--- src/rtl/picomips_pkg.sv ---
// Shared definitions for the picoMIPS datapath blocks: register-file address width,
// multiplier FSM states and the fractional-multiply saturation value.
package picomips_pkg;

    localparam int REG_ADDR_W = 3;

    typedef enum logic [1:0] {
        IDLE = 2'd0,
        RUN  = 2'd1,
        DONE = 2'd2
    } fmul_state_t;

    // Largest positive Q1.(width-1) value: returned for the single -1 * -1 overflow.
    function automatic int fmul_sat(input int width);
        return (1 << (width - 1)) - 1;
    endfunction

endpackage

--- src/rtl/fmul_extract.sv ---
// Picks the Q1.(n-1) result out of a 2n-bit signed product and saturates the -1 * -1 case.
module fmul_extract
    import picomips_pkg::*;
#(
    parameter int n = 8
) (
    input  logic [2*n-1:0] i_product,
    output logic [n-1:0]   o_result
);

    logic w_overflow;
    logic w_unused_lo;

    // Only -1 * -1 reaches +1.0, the one product whose top two bits disagree.
    assign w_overflow  = i_product[2*n-1] ^ i_product[2*n-2];
    assign w_unused_lo = ^i_product[n-2:0];

    assign o_result = w_overflow ? n'(fmul_sat(n)) : i_product[2*n-2:n-1];

endmodule

--- src/rtl/fmul_seq.sv ---
// Sequential radix-2 Booth multiplier for Q1.(n-1) operands, one step per clock,
// feeding the register-file write-back path and stalling the PC while busy.
module fmul_seq
    import picomips_pkg::*;
#(
    parameter int n = 8
) (
    input  logic                  clk,
    input  logic                  reset,
    input  logic                  start,
    input  logic [n-1:0]          a,
    input  logic [n-1:0]          b,
    input  logic [REG_ADDR_W-1:0] waddr_in,
    output logic                  stall,
    output logic                  done,
    output logic [REG_ADDR_W-1:0] waddr_out,
    output logic [n-1:0]          result
);

    localparam int CNT_W = $clog2(n);

    fmul_state_t           r_state;
    fmul_state_t           w_next_state;
    logic [CNT_W-1:0]      r_count;
    logic [n-1:0]          r_mcand;
    logic [n-1:0]          r_q;
    logic [n:0]            r_acc;
    logic                  r_qm1;
    logic [REG_ADDR_W-1:0] r_waddr;
    logic                  r_done;
    logic [REG_ADDR_W-1:0] r_waddr_out;
    logic [n-1:0]          r_result;

    logic [n:0]            w_mcand_ext;
    logic [n:0]            w_sum;
    logic [n:0]            w_acc_next;
    logic [n-1:0]          w_q_next;
    logic [2*n-1:0]        w_prod;
    logic [n-1:0]          w_result;

    // NOTE: sequential state is written with non-blocking assignments only, so every
    // register samples the pre-edge values regardless of process ordering.
    always_ff @(posedge clk) begin
        if (reset) r_state <= IDLE;
        else       r_state <= w_next_state;
    end

    // NOTE: the default assignment first guarantees no latch is inferred on any path.
    always_comb begin
        w_next_state = r_state;
        unique case (r_state)
            IDLE:    if (start) w_next_state = RUN;
            RUN:     if (r_count == '0) w_next_state = DONE;
            DONE:    w_next_state = IDLE;
            default: w_next_state = IDLE;
        endcase
    end

    assign stall = ((r_state == IDLE) && start) || (r_state == RUN);

    // Booth step: the multiplier LSB pair selects add, subtract or skip, then the
    // {acc, q} pair shifts right arithmetically; acc carries one guard bit for -(-1).
    assign w_mcand_ext = {r_mcand[n-1], r_mcand};

    always_comb begin
        w_sum = r_acc;
        unique case ({r_q[0], r_qm1})
            2'b01:   w_sum = r_acc + w_mcand_ext;
            2'b10:   w_sum = r_acc - w_mcand_ext;
            default: w_sum = r_acc;
        endcase
    end

    assign w_acc_next = {w_sum[n], w_sum[n:1]};
    assign w_q_next   = {w_sum[0], r_q[n-1:1]};
    assign w_prod     = {w_acc_next[n-1:0], w_q_next};

    fmul_extract #(.n(n)) u_extract (
        .i_product (w_prod),
        .o_result  (w_result)
    );

    always_ff @(posedge clk) begin
        if (reset) begin
            r_count     <= '0;
            r_mcand     <= '0;
            r_q         <= '0;
            r_acc       <= '0;
            r_qm1       <= 1'b0;
            r_waddr     <= '0;
            r_done      <= 1'b0;
            r_waddr_out <= '0;
            r_result    <= '0;
        end else begin
            r_done <= 1'b0;
            unique case (r_state)
                IDLE: begin
                    if (start) begin
                        r_mcand <= a;
                        r_q     <= b;
                        r_acc   <= '0;
                        r_qm1   <= 1'b0;
                        r_waddr <= waddr_in;
                        r_count <= CNT_W'(n - 1);
                    end
                end
                RUN: begin
                    r_acc <= w_acc_next;
                    r_q   <= w_q_next;
                    r_qm1 <= r_q[0];
                    if (r_count == '0) begin
                        r_result    <= w_result;
                        r_waddr_out <= r_waddr;
                        r_done      <= 1'b1;
                    end else begin
                        r_count <= r_count - 1'b1;
                    end
                end
                default: ;
            endcase
        end
    end

    assign done      = r_done;
    assign waddr_out = r_waddr_out;
    assign result    = r_result;

endmodule

--- config.mk ---
export PLATFORM = sky130hd
export DESIGN_NAME = fmul_seq
export DESIGN_NICKNAME = d
export VERILOG_FILES = /design/src/rtl/picomips_pkg.sv /design/src/rtl/fmul_extract.sv /design/src/rtl/fmul_seq.sv
export SDC_FILE = /design/constraint.sdc
export NUM_CORES = 1
export LEC_CHECK = 0
export CAP_MARGIN = 20
export CORE_UTILIZATION = 48
export DETAILED_ROUTE_END_ITERATION = 8
export GPL_ROUTABILITY_DRIVEN = 0
export PLACE_DENSITY = 0.72
export SLEW_MARGIN = 20
export SYNTH_ARGS = -nofsm -noshare
export SYNTH_HDL_FRONTEND = slang
export SYNTH_SLANG_ARGS = --single-unit
--- constraint.sdc ---
create_clock -name clk -period 7.4 [get_ports clk]
set_input_delay 1.85 -clock clk [delete_from_list [all_inputs] [get_ports clk]]
set_output_delay 1.85 -clock clk [all_outputs]
set_load 0.05 [all_outputs]
==> results of run 1 <==
## cell families after synthesis
logic type | share of synthesized area (%)
multiplexers | 1.36
buffers and inverters | 3.98
adder cells (fa/ha/maj) | 7.97
flip-flops | 39.3
AO/OA/AOI/OAI | 17.7
AND/OR/NAND/NOR | 25.5
XOR/XNOR | 4.20
## Yosys cell counts (all sizes together)
master   n
a311o    1
mux2i    2
or3      2
a22oi    2
xnor2    7
nor2b    3
nor2    51
or4      1
fa       1
nand2   47
o41a     1
clkbuf  13
or4b     1
a32oi    1
a41oi    2
o21ai    6
a21oi   26
o21a     6
nand2b   2
nor3    10
o311ai   1
nand3b   2
buf      2
o31a     1
a211oi   6
inv      9
ha      13
o21bai   1
mux2     1
nand3    8
dfxtp   45
and2     2
a311oi   2
xor2     4
a21o     2
nor4     6
a31oi    4
## state kept, by name, indices dropped and copies added, names as in the netlist
register / flops
done: 1
r_qm1: 1
r_count: 3
r_q: 8
r_state: 2
r_mcand: 8
r_waddr: 3
waddr_out: 3
result: 8
r_acc: 8
## final cells by class
| type | count | area [µm²] | share of cell area [%] |
|---|---|---|---|
| Clock inverter | 1 | 30.0 | 1.08 |
| Tap cell | 52 | 65.1 | 2.35 |
| Inverter | 9 | 33.8 | 1.22 |
| Clock buffer | 7 | 86.3 | 3.12 |
| Timing Repair Buffer | 36 | 355 | 12.8 |
| Multi-Input combinational cell | 225 | 1300 | 46.9 |
| Sequential cell | 45 | 901 | 32.5 |
## final timing paths
path         startpoint        end  slack (ns)  cells after the start
max               start      stall        1.71                      6
min              r_q[7]     r_q[7]        0.46                      2
max reg2reg      r_q[0]  result[5]        3.80                     12
min reg2reg      r_q[7]     r_q[7]        0.46                      2
## worst max-delay path: cells and delay by family
| kind | cells | cell delay (ns) |
|---|---|---|
| buffers and inverters | 4 | 1.77 |
| AND/OR/NAND/NOR | 2 | 0.23 |
## power breakdown
group,internal (mW),switching [mW]
combinational,0.0921,0.130
clock,0.110,0.0805
sequential,0.262,0.0146
total,0.464,0.225
## per-layer routing
layer / wire [µm] / track usage, % / vias up / share of wire, %
li1: - / - / 1068 / -
met1: 2540 / 28.4 / 977 / 50
met2: 2330 / 33.4 / 36 / 46
met3: 177 / 4.42 / 4 / 3.5
met4: 36 / 4.00 / 0 / 0.71
met5: 0 / 0 / - / 0
==> results.md, run 1 <==
- Final cell area excluding filler cells: 2770 µm²
- First DRT Iteration DRCs: 148
- Most numerous cell on the critical path: clkdlybuf4s50_1
- Max cap viols: 0
- CP Launch Type: primary input
- Core region area: 4470 µm²
- P&R area growth vs syn: 20.9%
- Kind of critical path: in2out
- Commonest cells after routing, fill and taps aside: nor2_1, nand2_1, dfxtp_1
- Count of cell types in the netlist: 41
- Vias per cell: 5.56
- Number of H-tree levels: 2
- First-pass GRT wire length: 8.21 mm
- Post-synth top area cell: dfxtp_1
- Syn_area_per_cell: 7.80 µm²
- Synth top area share: 39.3%
- Syn. warnings: 0
- RSZ-0062 raised after global routing: no
- DR vias: 2085
- Tot Pwr: 0.689 mW
- Cell row count: 24
- Longest Clk Path Bufs: 2
- Vias in the first global route: 1759
- Pre-antenna DRT Iters: 7
- Post-route core utilization: 61.9%
- Initial Util: 51.2%
- Max VDD drop: 0.154 mV
- CTS Buf Count: 5
- Failing checks: DRC
- Placed cells: 367
- Final worst slack: 1.71 ns
- Crit Path Max Fanout: 14
- Cell Count, Final, Fillers Out: 375
- Mapped cell area: 2290 µm²
- Inserted Diodes: 0
- Setup violators final: 0
- Worst EP required: 5.55 ns
- Layout cells sized above 1: 4.02%
- Clock sink total: 45
- Commonest non-fill, non-tap cell in the layout: nor2_1
- Synth Instances: 294
- Grt ovf: 0
- Yosys reg bits: 45
- Post-DRT Antenna Nets: 0
- # IOs: 35
- Area post-placement: 2660 µm²
- Max stage delay on crit path: 0.85 ns
- Synth area leaders: dfxtp_1, nor2_1, nand2_1, ha_1, a21oi_1
- Clk_lat worst skew: 0.29 ns
- Die height: 71.1 µm
- Final hold slack: 0.460 ns
- # hold bufs at CTS: 0
- Pin count of the biggest net entering global routing: 46
- Clk slew on worst S/H paths: 0.08 ns
- Minimum clock period: 5.69 ns
- Critical path arrival: 3.84 ns
- Worst Hold Class: reg2reg
- Tcrit/Tclk final: 76.9%
- Total setup buffers inserted after CTS: 0
- Nets: 358
- Fill cell total of the finished layout: 414
- Pins Over Slew Limit: 0
- CTS tree: built
- Lkg Pwr: 1.06 nW
- Routed len/inst: 13.6 µm
- Die area: 5060 µm²
- Drt total wl: 5.09 mm
- Post-Place Setup Slack: 1.71 ns
- Post-DP HPWL: 3.59 mm
- IO buf count: 34
- Fin Setup TNS: 0 ns
- Least-Margin Pin Slew: 0.890 ns
- Overall Global Routing Usage: 20.6%
- Fmax: 176 MHz
- Post-CTS Resized: 0
- Pwr/cell area: 249 nW/µm²
- CP max-delay cell: clkdlybuf4s50_1
- Die W: 71.1 µm
- DRC Markers: 4
- Mapped Nets: 330
- Worst Skew: 0.00628 ns
- Initial antenna violation count: 0
- Endpoints failing hold: 0
- Crit. End Element: output pin
- Crit path cell chain: clkdlybuf4s50_1 > and2_0 > buf_4 > nor2_1 > inv_1 > clkdlybuf4s50_1
- Root buf cell: clkbuf_8
- Relative slew slack: 40.5%
- Outcome: finished with violations
- Sequential element share of the synthesized area: 39.3%
(Power assumes the default switching activity.)
==> run 2: changes to the inputs <==
--- a/config.mk
+++ b/config.mk
@@ -9,7 +9,7 @@
 export CORE_UTILIZATION = 48
 export DETAILED_ROUTE_END_ITERATION = 8
 export GPL_ROUTABILITY_DRIVEN = 0
-export PLACE_DENSITY = 0.72
+export PLACE_DENSITY = 0.75
 export SLEW_MARGIN = 20
 export SYNTH_ARGS = -nofsm -noshare
 export SYNTH_HDL_FRONTEND = slang
==> constraint.sdc (replaced) <==
create_clock -name clk -period 4.66 [get_ports clk]
set_input_delay 1.165 -clock clk [delete_from_list [all_inputs] [get_ports clk]]
set_output_delay 1.165 -clock clk [all_outputs]
set_load 0.05 [all_outputs]
==> run 2 against run 1 <==
The run still ends with DRC left. Global-route usage increased by 1.8 points. Highest routed layer unchanged. Clock skew shrank 0.0023 ns. Setup slack worse by 0.74 ns. Count of clock-buffer cells in the layout fell by 1. Critical path type unchanged. Largest cell class unchanged.
==> results.md, run 2 (synthesized netlist as in run 1, its figures left out) <==
- Commonest cells after routing, fill and taps aside: nor2_1, nand2_1, dfxtp_1
- Root buf cell: clkbuf_8
- CP max-delay cell: clkdlybuf4s50_1
- CTS tree: built
- Clock sink total: 45 (unchanged)
- Least-Margin Pin Slew: 0.901 ns (+0.0107 ns)
- Hold path depth: 2 (unchanged)
- Minimum clock period: 3.69 ns
- Longest Clk Path Bufs: 2 (unchanged)
- DRC Markers: 2 (-2)
- # hold bufs at CTS: 0 (unchanged)
- Critical path buffer and inverter count: 4 (unchanged)
- Clk_lat worst skew: 0.30 ns (about the same)
- Post-CTS Resized: 0 (unchanged)
- Total setup buffers inserted after CTS: 0 (unchanged)
- Outcome: finished with violations
- Cell row count: 24 (unchanged)
- Core region area: 4470 µm² (unchanged)
- Grt ovf: 0 (unchanged)
- Hold EP: waddr_out[0]
- Tcrit/Tclk final: 79.3%
- FF-to-FF Start: r_q[0]
- Tot Pwr: 1.09 mW (+58%)
- Reg2Reg Depth: 12 (unchanged)
- Layout cells sized above 1: 4.33% (+0.31 points)
- Pre-antenna DRT Iters: 6 (-1)
- Post-DP HPWL: 3.54 mm (-1.5%)
- Failing checks: DRC
- First DRT Iteration DRCs: 151 (+2.0%)
- Max stage delay on crit path: 0.41 ns (-0.44 ns)
- Max VDD drop: 0.191 mV (+24%)
- IO buf count: 34 (unchanged)
- Endpoints failing hold: 0 (unchanged)
- Worst EP required: 3.49 ns (-2.06 ns)
- Post-DRT Antenna Nets: 0 (unchanged)
- Fmax: 271 MHz
- Pwr/cell area: 393 nW/µm² (+58%)
- Placed cells: 367 (unchanged)
- Relative slew slack: 39.8% (-0.71 points)
- Crit Path Max Fanout: 14 (unchanged)
- Crit path cell chain: clkdlybuf4s50_1 > and2_0 > buf_4 > nor2_1 > inv_1 > buf_12
- CTS Buf Count: 5 (unchanged)
- Crit. End Element: output pin
- Drt total wl: 5.15 mm (+1.2%)
- Critical path launch point: start
- Worst R2R Setup Slack: 1.11 ns (-2.69 ns)
- Number of H-tree levels: 2 (unchanged)
- Capturing point of the worst reg2reg path: result[5]
- HP Start: r_waddr[0]
- P&R area growth vs syn: 21.1%
- Routed len/inst: 13.7 µm (+1.2%)
- Die area: 5060 µm² (unchanged)
- Overall Global Routing Usage: 22.3% (+1.8 points)
- Max cap viols: 0 (unchanged)
- Die W: 71.1 µm (unchanged)
- DR vias: 2101 (+0.77%)
- Vias in the first global route: 1976 (+12%)
- Critical path arrival: 2.53 ns (-1.31 ns)
- Kind of critical path: in2out
- Cell count along the critical path: 6 (unchanged)
- Worst Skew: 0.00397 ns (-0.00232 ns)
- # IOs: 35 (unchanged)
- Fin Setup TNS: 0 ns (unchanged)
- Post-route core utilization: 62.1% (+0.11 points)
- Initial Util: 51.2% (unchanged)
- Vias per cell: 5.60 (+0.77%)
- Commonest non-fill, non-tap cell in the layout: nor2_1
- CP top delay family: buffers and inverters
- Setup violators final: 0 (unchanged)
- Die height: 71.1 µm (unchanged)
- Clk slew on worst S/H paths: 0.08 ns (about the same)
- Inserted Diodes: 0 (unchanged)
- Pins Over Slew Limit: 0 (unchanged)
- Nets: 358 (unchanged)
- Lkg Pwr: 1.06 nW (+0.23%)
- Worst Hold Class: reg2reg
- Cell Count, Final, Fillers Out: 375 (unchanged)
- CP Launch Type: primary input
- First-pass GRT wire length: 8.98 mm (+9.3%)
- Initial antenna violation count: 0 (unchanged)
- Pin count of the biggest net entering global routing: 46 (unchanged)
- RSZ-0062 raised after global routing: no
[run 2: cell types whose count changed in the layout (fill, tap and decap cells not counted)]
cell | before | now
clkbuf_8 | 6 | 5
clkinv_4 | 0 | 1
buf_12 | 0 | 1
clkdlybuf4s50_1 | 34 | 33
[run 2: stage by stage]
stage / instance area [µm²] / setup WS, ns / hold WS [ns]
finish: 2780 / 0.966 / 0.462
global route: 2780 / 0.842 / 0.479
floorplan: 2290 / 1.45 / 0.432
detailed placement: 2670 / 0.962 / 0.450
CTS: 2780 / 0.955 / 0.465
global placement: 2670 / 0.988 / 0.444
[run 2: worst max-delay path by stage]
stage | endpoint | slack (ns)
after global placement | stall | 0.99
after floorplan | result[5] | 1.45
after detailed placement | stall | 0.96
after global routing | stall | 0.84
after CTS | stall | 0.96
final | stall | 0.97
[run 2: area by class of cell]
| cell class | count | area, µm² |
|---|---|---|
| Clock buffer | 6 | 72.6 |
| Clock inverter | 2 | 38.8 |
| Fill cell | 405 | 1700 |
| Inverter | 9 | 33.8 |
| Multi-Input combinational cell | 225 | 1300 |
| Sequential cell | 45 | 901 |
| Tap cell | 52 | 65.1 |
| Timing Repair Buffer | 36 | 365 |
[run 2: report_power, final]
group          internal, mW  switching (mW)  total (mW)
registers             0.416          0.0234       0.440
logic                 0.149           0.207       0.356
clock network         0.161           0.133       0.294
[run 2: worst reg2reg max path, cell delays in order, from the launching register on]
cell and delay (ns):
dfxtp_1 0.37, ha_1 0.37, mux2i_1 0.35, ha_1 0.29
nor2b_1 0.15, o31a_1 0.29, o41a_1 0.33, or3_1 0.33
nand3b_1 0.10, nand2_1 0.06, ha_1 0.31, nor2_1 0.30
a41oi_1 0.16
[run 2: layer usage]
| layer | wire length, µm | GRT usage, % | vias to the layer above |
|---|---|---|---|
| li1 | - | - | 1067 |
| met1 | 2470 | 29.5 | 966 |
| met5 | 0 | 0 | - |
| met2 | 2370 | 37.0 | 57 |
| met3 | 221 | 3.99 | 11 |
| met4 | 85 | 7.33 | 0 |
==> run 3: changes to the inputs <==
--- a/config.mk
+++ b/config.mk
@@ -9,7 +9,7 @@
 export CORE_UTILIZATION = 48
 export DETAILED_ROUTE_END_ITERATION = 8
 export GPL_ROUTABILITY_DRIVEN = 0
-export PLACE_DENSITY = 0.75
+export PLACE_DENSITY = 0.72
 export SLEW_MARGIN = 20
 export SYNTH_ARGS = -nofsm -noshare
 export SYNTH_HDL_FRONTEND = slang
==> constraint.sdc (replaced) <==
create_clock -name clk -period 3.7 [get_ports clk]
set_input_delay 0.925 -clock clk [delete_from_list [all_inputs] [get_ports clk]]
set_output_delay 0.925 -clock clk [all_outputs]
set_load 0.05 [all_outputs]
==> run 3 against run 2 <==
The run still ends with DRC left. Via count is 3.0% lower. Sequential power is 26% higher. Worst hold slack worse by 0.0034 ns. Largest cell class unchanged. Clock skew is 0.0016 ns lower. Register-to-register slack worse by 0.80 ns.
==> results.md, run 3 (synthesized netlist as in run 1, its figures left out) <==
- Crit Path Max Fanout: 5 (-9)
- Routed len/inst: 13.5 µm (-1.6%)
- P&R area growth vs syn: 21.9%
- Overall Global Routing Usage: 22.2% (-0.18 points)
- CP max-delay cell: dfxtp_1
- Lkg Pwr: 1.08 nW (+1.2%)
- Pwr/cell area: 482 nW/µm² (+23%)
- Outcome: finished with violations
- Crit path cell chain: inv_1 > ha_1 > mux2i_1 > ha_1 > nor2b_1 > o31a_1 > o41a_1 > or3_1 > nand3b_1 > nand2_1 > ha_1 > nor2_1 > a311oi_1
- Commonest non-fill, non-tap cell in the layout: nor2_1
- Layout cells sized above 1: 5.83% (+1.5 points)
- Longest Clk Path Bufs: 2 (unchanged)
- First DRT Iteration DRCs: 137 (-9.3%)
- Vias in the first global route: 1932 (-2.2%)
- Vias per cell: 5.39 (-3.7%)
- Worst R2R Setup Slack: 0.31 ns (-0.80 ns)
- # hold bufs at CTS: 0 (unchanged)
- Endpoints failing hold: 0 (unchanged)
- Hold path depth: 2 (unchanged)
- Die height: 71.1 µm (unchanged)
- RSZ-0062 raised after global routing: no
- CP top delay family: adder cells
- Nets: 361 (+0.84%)
- First-pass GRT wire length: 8.83 mm (-1.7%)
- Initial Util: 51.2% (unchanged)
- Max stage delay on crit path: 0.41 ns (about the same)
- Wire length on met3: 280 µm (+27%)
- Relative slew slack: 44.3% (+4.4 points)
- CP Launch Type: flip-flop
- DR vias: 2039 (-3.0%)
- Setup violators final: 0 (unchanged)
- IO buf count: 34 (unchanged)
- FF-to-FF Start: r_mcand[0]
- Met2 routed WL: 2.23 mm (-6.2%)
- Capturing point of the worst reg2reg path: result[6]
- Core region area: 4470 µm² (unchanged)
- Pin count of the biggest net entering global routing: 23 (-50%)
- Critical path buffer and inverter count: 1 (-3)
- CTS Buf Count: 5 (unchanged)
- Fin Setup TNS: 0 ns (unchanged)
- Critical path launch point: r_mcand[0]
- Post-DRT Antenna Nets: 0 (unchanged)
- DRC Markers: 4 (+2)
- Highest routed layer: met4
- Worst EP required: 3.85 ns (+0.36 ns)
- CTS tree: built
- Root buf cell: clkbuf_8
- Fmax: 295 MHz
- Reg2Reg Depth: 13 (+1)
- Inserted Diodes: 0 (unchanged)
- Commonest cells after routing, fill and taps aside: nor2_1, nand2_1, dfxtp_1
- Pre-antenna DRT Iters: 6 (unchanged)
- Post-Place Setup Slack: 0.268 ns (-0.694 ns)
- # IOs: 35 (unchanged)
- Clk slew on worst S/H paths: 0.08 ns (about the same)
- Post-DP HPWL: 3.64 mm (+2.8%)
- Initial antenna violation count: 0 (unchanged)
- Pins Over Slew Limit: 0 (unchanged)
- Post-Route M1 WL: 2.50 mm (+1.2%)
- Die area: 5060 µm² (unchanged)
- Kind of critical path: reg2reg
- Critical path arrival: 3.54 ns (+1.01 ns)
- Tcrit/Tclk final: 91.6%
- Cell row count: 24 (unchanged)
- Crit. End Element: flip-flop
- Clock sink total: 45 (unchanged)
- Minimum clock period: 3.39 ns
- Hold EP: waddr_out[1]
- HP Start: r_waddr[1]
- Worst Hold Class: reg2reg
- Die W: 71.1 µm (unchanged)
- Worst Skew: 0.00234 ns (-0.00163 ns)
- Most numerous cell on the critical path: ha_1
- Final worst slack: 0.311 ns (-0.655 ns)
- Clk_lat worst skew: 0.30 ns (about the same)
- Number of H-tree levels: 2 (unchanged)
- Max cap viols: 0 (unchanged)
- Max VDD drop: 0.332 mV (+74%)
- Drt total wl: 5.11 mm (-0.82%)
- Least-Margin Pin Slew: 0.836 ns (-0.0644 ns)
- Failing checks: DRC
- Grt ovf: 0 (unchanged)
run 3: stage by stage:
step / std cells / utilization (%) / area (µm²) / hold slack, ns / total power, mW
2_1_floorplan: 294 / - / 2290 / 0.432 / 0.893
3_3_place_gp: 370 / 60.1 / 2690 / 0.442 / 1.01
3_5_place_dp: 370 / 60.1 / 2690 / 0.450 / 1.01
4_1_cts: 378 / 62.4 / 2790 / 0.463 / 1.36
5_1_grt: 378 / 62.5 / 2800 / 0.484 / 1.43
6_report: 378 / 62.5 / 2800 / 0.459 / 1.35
run 3: per-layer routing:
metal	global-route usage (%)	vias to the layer above
met2	33.0	52
met4	11.1	0
met3	4.56	9
li1	-	1073
met1	30.5	905
met5	0	-
run 3: worst reg2reg max path: stages, from the launching register on:
cell and delay [ns]:
dfxtp_1 0.41, inv_1 0.07, ha_1 0.29, mux2i_1 0.24, ha_1 0.28, nor2b_1 0.13
o31a_1 0.28, o41a_1 0.32, or3_1 0.33, nand3b_1 0.10, nand2_1 0.06, ha_1 0.32
nor2_1 0.27, a311oi_1 0.14
run 3: cell type report:
class | count | area [µm²]
clock buffers | 7 | 96.3
clock inverters | 1 | 8.76
fillers | 409 | 1680
inverters | 9 | 33.8
multi-input cells | 225 | 1300
flip-flops and latches | 45 | 901
well taps | 52 | 65.1
repair buffers | 39 | 388
run 3: worst max path at each step:
stage	end	slack, ns	cells after the start
global route	result[6]	0.01	13
finish	result[6]	0.31	13
floorplan	result[5]	0.49	13
detailed placement	result[6]	0.27	12
global placement	result[5]	0.38	12
CTS	result[6]	0.26	12
run 3: what timing repair did:
item / in CTS / in global routing
hold endpoints to repair: 0 / 0
resized for setup: 0 / 1
setup endpoints to repair: 0 / 3
setup buffers: 0 / 0
run 3: power breakdown:
part           leakage [nW]  internal (mW)  switching [mW]
combinational         0.653          0.192           0.259
clock                0.0549          0.173           0.171
sequential            0.368          0.524          0.0288
total                  1.08          0.889           0.458
